## config.mk

```make
export PLATFORM = sky130hd
export DESIGN_NAME = imm_gen_pipe
export DESIGN_NICKNAME = d
export VERILOG_FILES = /design/src/rtl/imm_gen_pipe.sv
export SDC_FILE = /design/constraint.sdc
export NUM_CORES = 1
export LEC_CHECK = 0
export CORE_MARGIN = 2
export CORE_UTILIZATION = 25
export DETAILED_ROUTE_END_ITERATION = 8
export DONT_BUFFER_PORTS = 1
export SETUP_SLACK_MARGIN = 0.02
export SYNTH_ARGS = -nofsm -noshare
export SYNTH_HDL_FRONTEND = slang
export SYNTH_SLANG_ARGS = --single-unit
```

## constraint.sdc

```tcl
create_clock -name clk -period 3.1 [get_ports clk]
set_input_delay 0.155 -clock clk [delete_from_list [all_inputs] [get_ports clk]]
set_output_delay 0.155 -clock clk [all_outputs]
set_load 0.005 [all_outputs]
```

## src/rtl/imm_gen_pipe.sv

```systemverilog
// imm_gen_pipe
//   Decodes the RV32/RV64 immediate formats (I, S, B, J, U, CSR-zimm and
//   shift-amount) and registers the result into the ID->EX boundary. A
//   2-entry skid buffer with a valid/ready handshake sits between the two
//   stages and supports stall and flush.
// Parameters
//   XLEN   width of ImmExt, 32 or 64
//   TAG_W  width of the sideband tag (PC) carried with each immediate
// Ports
//   clk, rst_n           rising-edge clock, asynchronous active-low reset
//   in_valid / in_ready  input handshake; in_ready comes only from registers
//   Instr, ImmSrc        instruction bits [31:7] and the format select
//   in_tag               sideband tag, passed through unchanged
//   flush                synchronous kill of every buffered entry
//   out_valid/out_ready  output handshake
//   ImmExt, out_tag      extended immediate and its tag
//   illegal              ImmSrc held the reserved encoding 3'b111
module imm_gen_pipe #(
   parameter int unsigned XLEN  = 32,
   parameter int unsigned TAG_W = 32
) (
   input  logic             clk,
   input  logic             rst_n,
   input  logic             in_valid,
   output logic             in_ready,
   input  logic [31:7]      Instr,
   input  logic [2:0]       ImmSrc,
   input  logic [TAG_W-1:0] in_tag,
   input  logic             flush,
   output logic             out_valid,
   input  logic             out_ready,
   output logic [XLEN-1:0]  ImmExt,
   output logic [TAG_W-1:0] out_tag,
   output logic             illegal
);

   logic [31:0]      imm32;
   logic             signExt;
   logic             decIll;
   logic [XLEN-1:0]  decImm;

   logic             mainValid;
   logic [XLEN-1:0]  mainImm;
   logic [TAG_W-1:0] mainTag;
   logic             mainIll;

   logic             skidValid;
   logic [XLEN-1:0]  skidImm;
   logic [TAG_W-1:0] skidTag;
   logic             skidIll;

   logic             push;
   logic             pop;

   // Every format is first assembled as a 32-bit value; the signed formats
   // are then sign-extended to XLEN and the unsigned ones zero-extended.
   always_comb begin
      imm32   = '0;
      signExt = 1'b1;
      decIll  = 1'b0;
      case (ImmSrc)
         3'b000: imm32 = {{20{Instr[31]}}, Instr[31:20]};
         3'b001: imm32 = {{20{Instr[31]}}, Instr[31:25], Instr[11:7]};
         3'b010: imm32 = {{19{Instr[31]}}, Instr[31], Instr[7], Instr[30:25],
                          Instr[11:8], 1'b0};
         3'b011: imm32 = {{11{Instr[31]}}, Instr[31], Instr[19:12], Instr[20],
                          Instr[30:21], 1'b0};
         3'b100: imm32 = {Instr[31:12], 12'b0};
         3'b101: begin
            imm32   = {27'b0, Instr[19:15]};
            signExt = 1'b0;
         end
         3'b110: begin
            imm32   = (XLEN == 64) ? {26'b0, Instr[25:20]} : {27'b0, Instr[24:20]};
            signExt = 1'b0;
         end
         default: decIll = 1'b1;
      endcase
      decImm = signExt ? XLEN'(signed'(imm32)) : XLEN'(imm32);
   end

   assign in_ready  = !skidValid;
   assign push      = in_valid && !skidValid;
   assign pop       = mainValid && out_ready;

   assign out_valid = mainValid;
   assign ImmExt    = mainImm;
   assign out_tag   = mainTag;
   assign illegal   = mainIll;

   // Data registers load only on an accepted push, so undefined Instr or
   // ImmSrc while in_valid is low never reaches the outputs. When the skid
   // entry is full in_ready is low, so its refill into main cannot collide
   // with a push in the same cycle.
   always_ff @(posedge clk or negedge rst_n) begin
      if (!rst_n) begin
         mainValid <= 1'b0;
         mainImm   <= '0;
         mainTag   <= '0;
         mainIll   <= 1'b0;
         skidValid <= 1'b0;
         skidImm   <= '0;
         skidTag   <= '0;
         skidIll   <= 1'b0;
      end else if (flush) begin
         mainValid <= 1'b0;
         skidValid <= 1'b0;
      end else if (skidValid && pop) begin
         mainImm   <= skidImm;
         mainTag   <= skidTag;
         mainIll   <= skidIll;
         skidValid <= 1'b0;
      end else if (push && (!mainValid || pop)) begin
         mainValid <= 1'b1;
         mainImm   <= decImm;
         mainTag   <= in_tag;
         mainIll   <= decIll;
      end else if (push) begin
         skidValid <= 1'b1;
         skidImm   <= decImm;
         skidTag   <= in_tag;
         skidIll   <= decIll;
      end else if (pop) begin
         mainValid <= 1'b0;
      end
   end

endmodule

```

==> impl_metrics.py <==
metrics = {
    "run_status": {
        "status": "finished with violations",
        "violations": "hold timing",
    },
    "sta": {
        "setup_viol": 0,
        "period_share_pct": 69.61,
        "layout_min_cycle_time_ns": 2.158,
        "slew_viol_final": 0,
        "whs_ns": -0.5576,
        "rsz0062_at_grt": "no",
        "slew_headroom_pct": 34.10,
        "finalHoldViolations": 132,
        "tightest_slew_ns": 0.9884,
        "fin_skew_ns": 0.01013,
        "max_freq_mhz": 463.4,
        "setup_tns_ns": 0,
    },
    "finish": {
        "final_cell_mix": "nand2_1 (228), dfrtp_1 (132), dlygate4sd3_1 (56)",
        "final_common_cell": "nand2_1",
        "drive_gt1_share_pct": 8.277,
        "seqCellArea_sq_mm": 0.003303,
        "syn_to_final_growth_pct": 22.77,
        "design_area_sq_mm": 0.007441,
        "num-fill-cells": 2467,
        "multi_input_area_sq_mm": 0.002509,
        "layout.nets": 789,
    },
    "clock_tree": {
        "clkTransAtPathRegs_ns": 0.06,
        "postCtsHoldBufs": 56,
        "cts.sinks": 132,
        "cts_buffer_depth": 2,
        "cts_buffers": 17,
        "cts_resized": 0,
        "clock-root-buffer": "clkbuf_16",
        "cts_setup_buffers": 0,
        "worstSkewPairLatency_ns": 0.42,
        "cts_tree": "built",
        "cts_htree_levels": 4,
    },
    "yosys": {
        "ys_seq_elements": 132,
        "async_reset_ff_share_pct": 100.0,
        "yosys.area_share.simple_pct": 23.12,
        "synth_mux_area_share_pct": 3.613,
        "synthAdderAreaFrac_pct": 0,
        "synth_edf_count": 0,
        "synth_compound_area_share_pct": 14.18,
        "yosys.area_share.xor_xnor_pct": 0.2684,
        "syn_inst": 693,
        "ys_warn_count": 0,
        "synth_top_family_by_area": "simple AND/OR/NAND/NOR gates",
        "ys_types": 35,
        "ys.flop_type": "dfrtp_1",
        "ys_seq_area_share_pct": 54.50,
        "syn_avg_cell_area_sq_um": 8.746,
        "syn_nets": 758,
        "netlist_area_sq_mm": 0.006061,
    },
    "critical_path": {
        "endpoint_kind": "flop",
        "critPathLaunch": "skidValid$_DFFE_PN0P_",
        "cp.arrival_ns": 2.44,
        "crit_path_max_fanout": 48,
        "start_kind": "flop",
        "worst_ep_required_time_ns": 3.39,
        "path_class": "reg -> reg",
        "r2r-start": "skidValid$_DFFE_PN0P_",
    },
    "global_routing": {
        "overflow": 0,
        "grt_max_degree": 133,
        "grt_pass1_wl_um": 28300,
        "grt_antenna_before_repair": 1,
        "grt_use_total_pct": 14.12,
        "grt_pass1_vias": 4919,
    },
    "power": {
        "seqPwrFrac_pct": 48.4,
        "power_frac_comb_pct": 11.5,
        "intPower_mw": 3.440,
        "cellPowerDensity_mw_per_mm2": 644.1,
        "power.share.clock_pct": 40.1,
        "leakagePower_nw": 3.283,
        "swShare_pct": 28.23,
        "power_mw": 4.793,
        "peakVddDrop_v": 0.0002187,
        "switchingPower_mw": 1.353,
    },
    "floorplanning": {
        "rows": 56,
        "dieArea_sq_mm": 0.02550,
        "core_area_sq_mm": 0.02361,
        "dieHeight_um": 159.7,
        "io_pins": 132,
        "initial_core_util_pct": 25.67,
        "die_w_um": 159.7,
    },
    "flow_run": {
        "drv_cap": 0,
    },
    "routing": {
        "ant_nets": 0,
        "wl_per_cell_um": 16.69,
        "drt_iter0_drc": 379,
        "drc": 0,
        "drt_wl_total_um": 17640,
        "via_per_inst": 4.670,
        "drt_first_pass_iters": 5,
        "vias": 4936,
    },
    "placed_design": {
        "gp_congestion": 0.7686,
        "port_buffers": 0,
        "hpwl_um": 10940,
        "place_area_sq_mm": 0.006316,
    },
    "min_path": {
        "hold_path.class": "in -> async",
    },
}
## layer usage
| metal | GRT usage (%) | vias up | routed length [um] |
|---|---|---|---|
| met5 | 0 | - | 0 |
| met3 | 5.325 | 18 | 1287 |
| li1 | - | 2402 | - |
| met2 | 20.84 | 119 | 7997 |
| met1 | 18.71 | 2397 | 8080 |
| met4 | 5.537 | 0 | 274 |
## stage by stage
stage          hold slack, ns  setup WS [ns]  instances  util (%)
6_report              -0.5576         0.9420       1057     31.51
5_1_grt               -0.5830         0.7707       1057     31.51
4_1_cts               -0.5821         0.9263       1056     31.50
3_5_place_dp          -0.1328         0.9308        968     26.75
3_3_place_gp          -0.1350         0.9905        968     26.75
2_1_floorplan         -0.1406          1.480        693         -
## cells in the mapped netlist (2+ instances only)
cell	instances	area share [%]
clkbuf_1	20	1.2
buf_1	3	0.19
dfrtp_1	132	55
inv_1	2	0.12
o21ai_0	41	3.4
nand3_1	11	0.91
nand2_1	228	14
buf_4	4	0.50
nor2_1	50	3.1
a21oi_1	51	4.2
mux2i_1	5	0.83
nor2b_1	5	0.52
buf_2	22	1.8
a31oi_1	33	3.4
a221oi_1	2	0.29
o21ai_1	14	1.2
mux2_2	15	2.8
nand2b_1	4	0.41
nand3b_1	13	1.6
nor4b_1	5	0.72
nor3b_1	7	0.87
a22oi_1	5	0.62
nor3_1	8	0.66
buf_6	2	0.37
## worst max-delay path: stages (launching register included)
cell and delay (ns):
dfrtp_1 0.42, nand2b_1 0.27, or3_2 0.84, buf_12 0.32
nand2_1 0.08, o21ai_0 0.07
## cell families (layout without fill, tap and decap cells)
group                  after synthesis  in the layout
XOR/XNOR                             1              1
AND/OR/NAND/NOR                    333            333
buffers and inverters               54             98
AO/OA/AOI/OAI                      153            153
other                                0              1
flip-flops                         132            132
multiplexers                        20             20
## final cells by class
type / instances / area share (%)
Sequential cell: 132 / 44.39
Multi-Input combinational cell: 507 / 33.71
Timing Repair Buffer: 64 / 8.845
Clock buffer: 20 / 6.272
Tap cell: 319 / 5.364
Clock inverter: 12 / 1.278
Inverter: 2 / 0.1009
Antenna cell: 1 / 0.03363
## path summary, 6_finish.rpt
| path | slack [ns] | endpoint | depth (start not counted) |
|---|---|---|---|
| min in group clk | 0.02 | skidImm[4]$_DFFE_PN0P_ | 2 |
| max | 0.94 | skidImm[22]$_DFFE_PN0P_ | 5 |
| max in group asynchronous | 3.48 | out_tag[19]$_DFFE_PN0P_ | 0 |
| min | -0.56 | ImmExt[1]$_DFFE_PN0P_ | 0 |
| max reg2reg | 0.94 | skidImm[22]$_DFFE_PN0P_ | 5 |
| min reg2reg | 0.47 | skidImm[15]$_DFFE_PN0P_ | 2 |
## power groups by stage
stage	clock network, mW	logic (mW)	registers [mW]
after detailed placement	0	0.481	2.36
after CTS	1.97	0.554	2.33
after floorplan	0	0.428	2.27
after global placement	0	0.464	2.35
final	1.92	0.551	2.32
after global routing	2.07	0.642	2.37
## flip-flops by register name, indices dropped and copies added, names as in the netlist
register,cells
out_tag,32
out_valid,1
skidIll,1
ImmExt,32
skidValid,1
skidTag,32
skidImm,32
illegal,1
No activity file was read; power rests on OpenSTA's default activity.
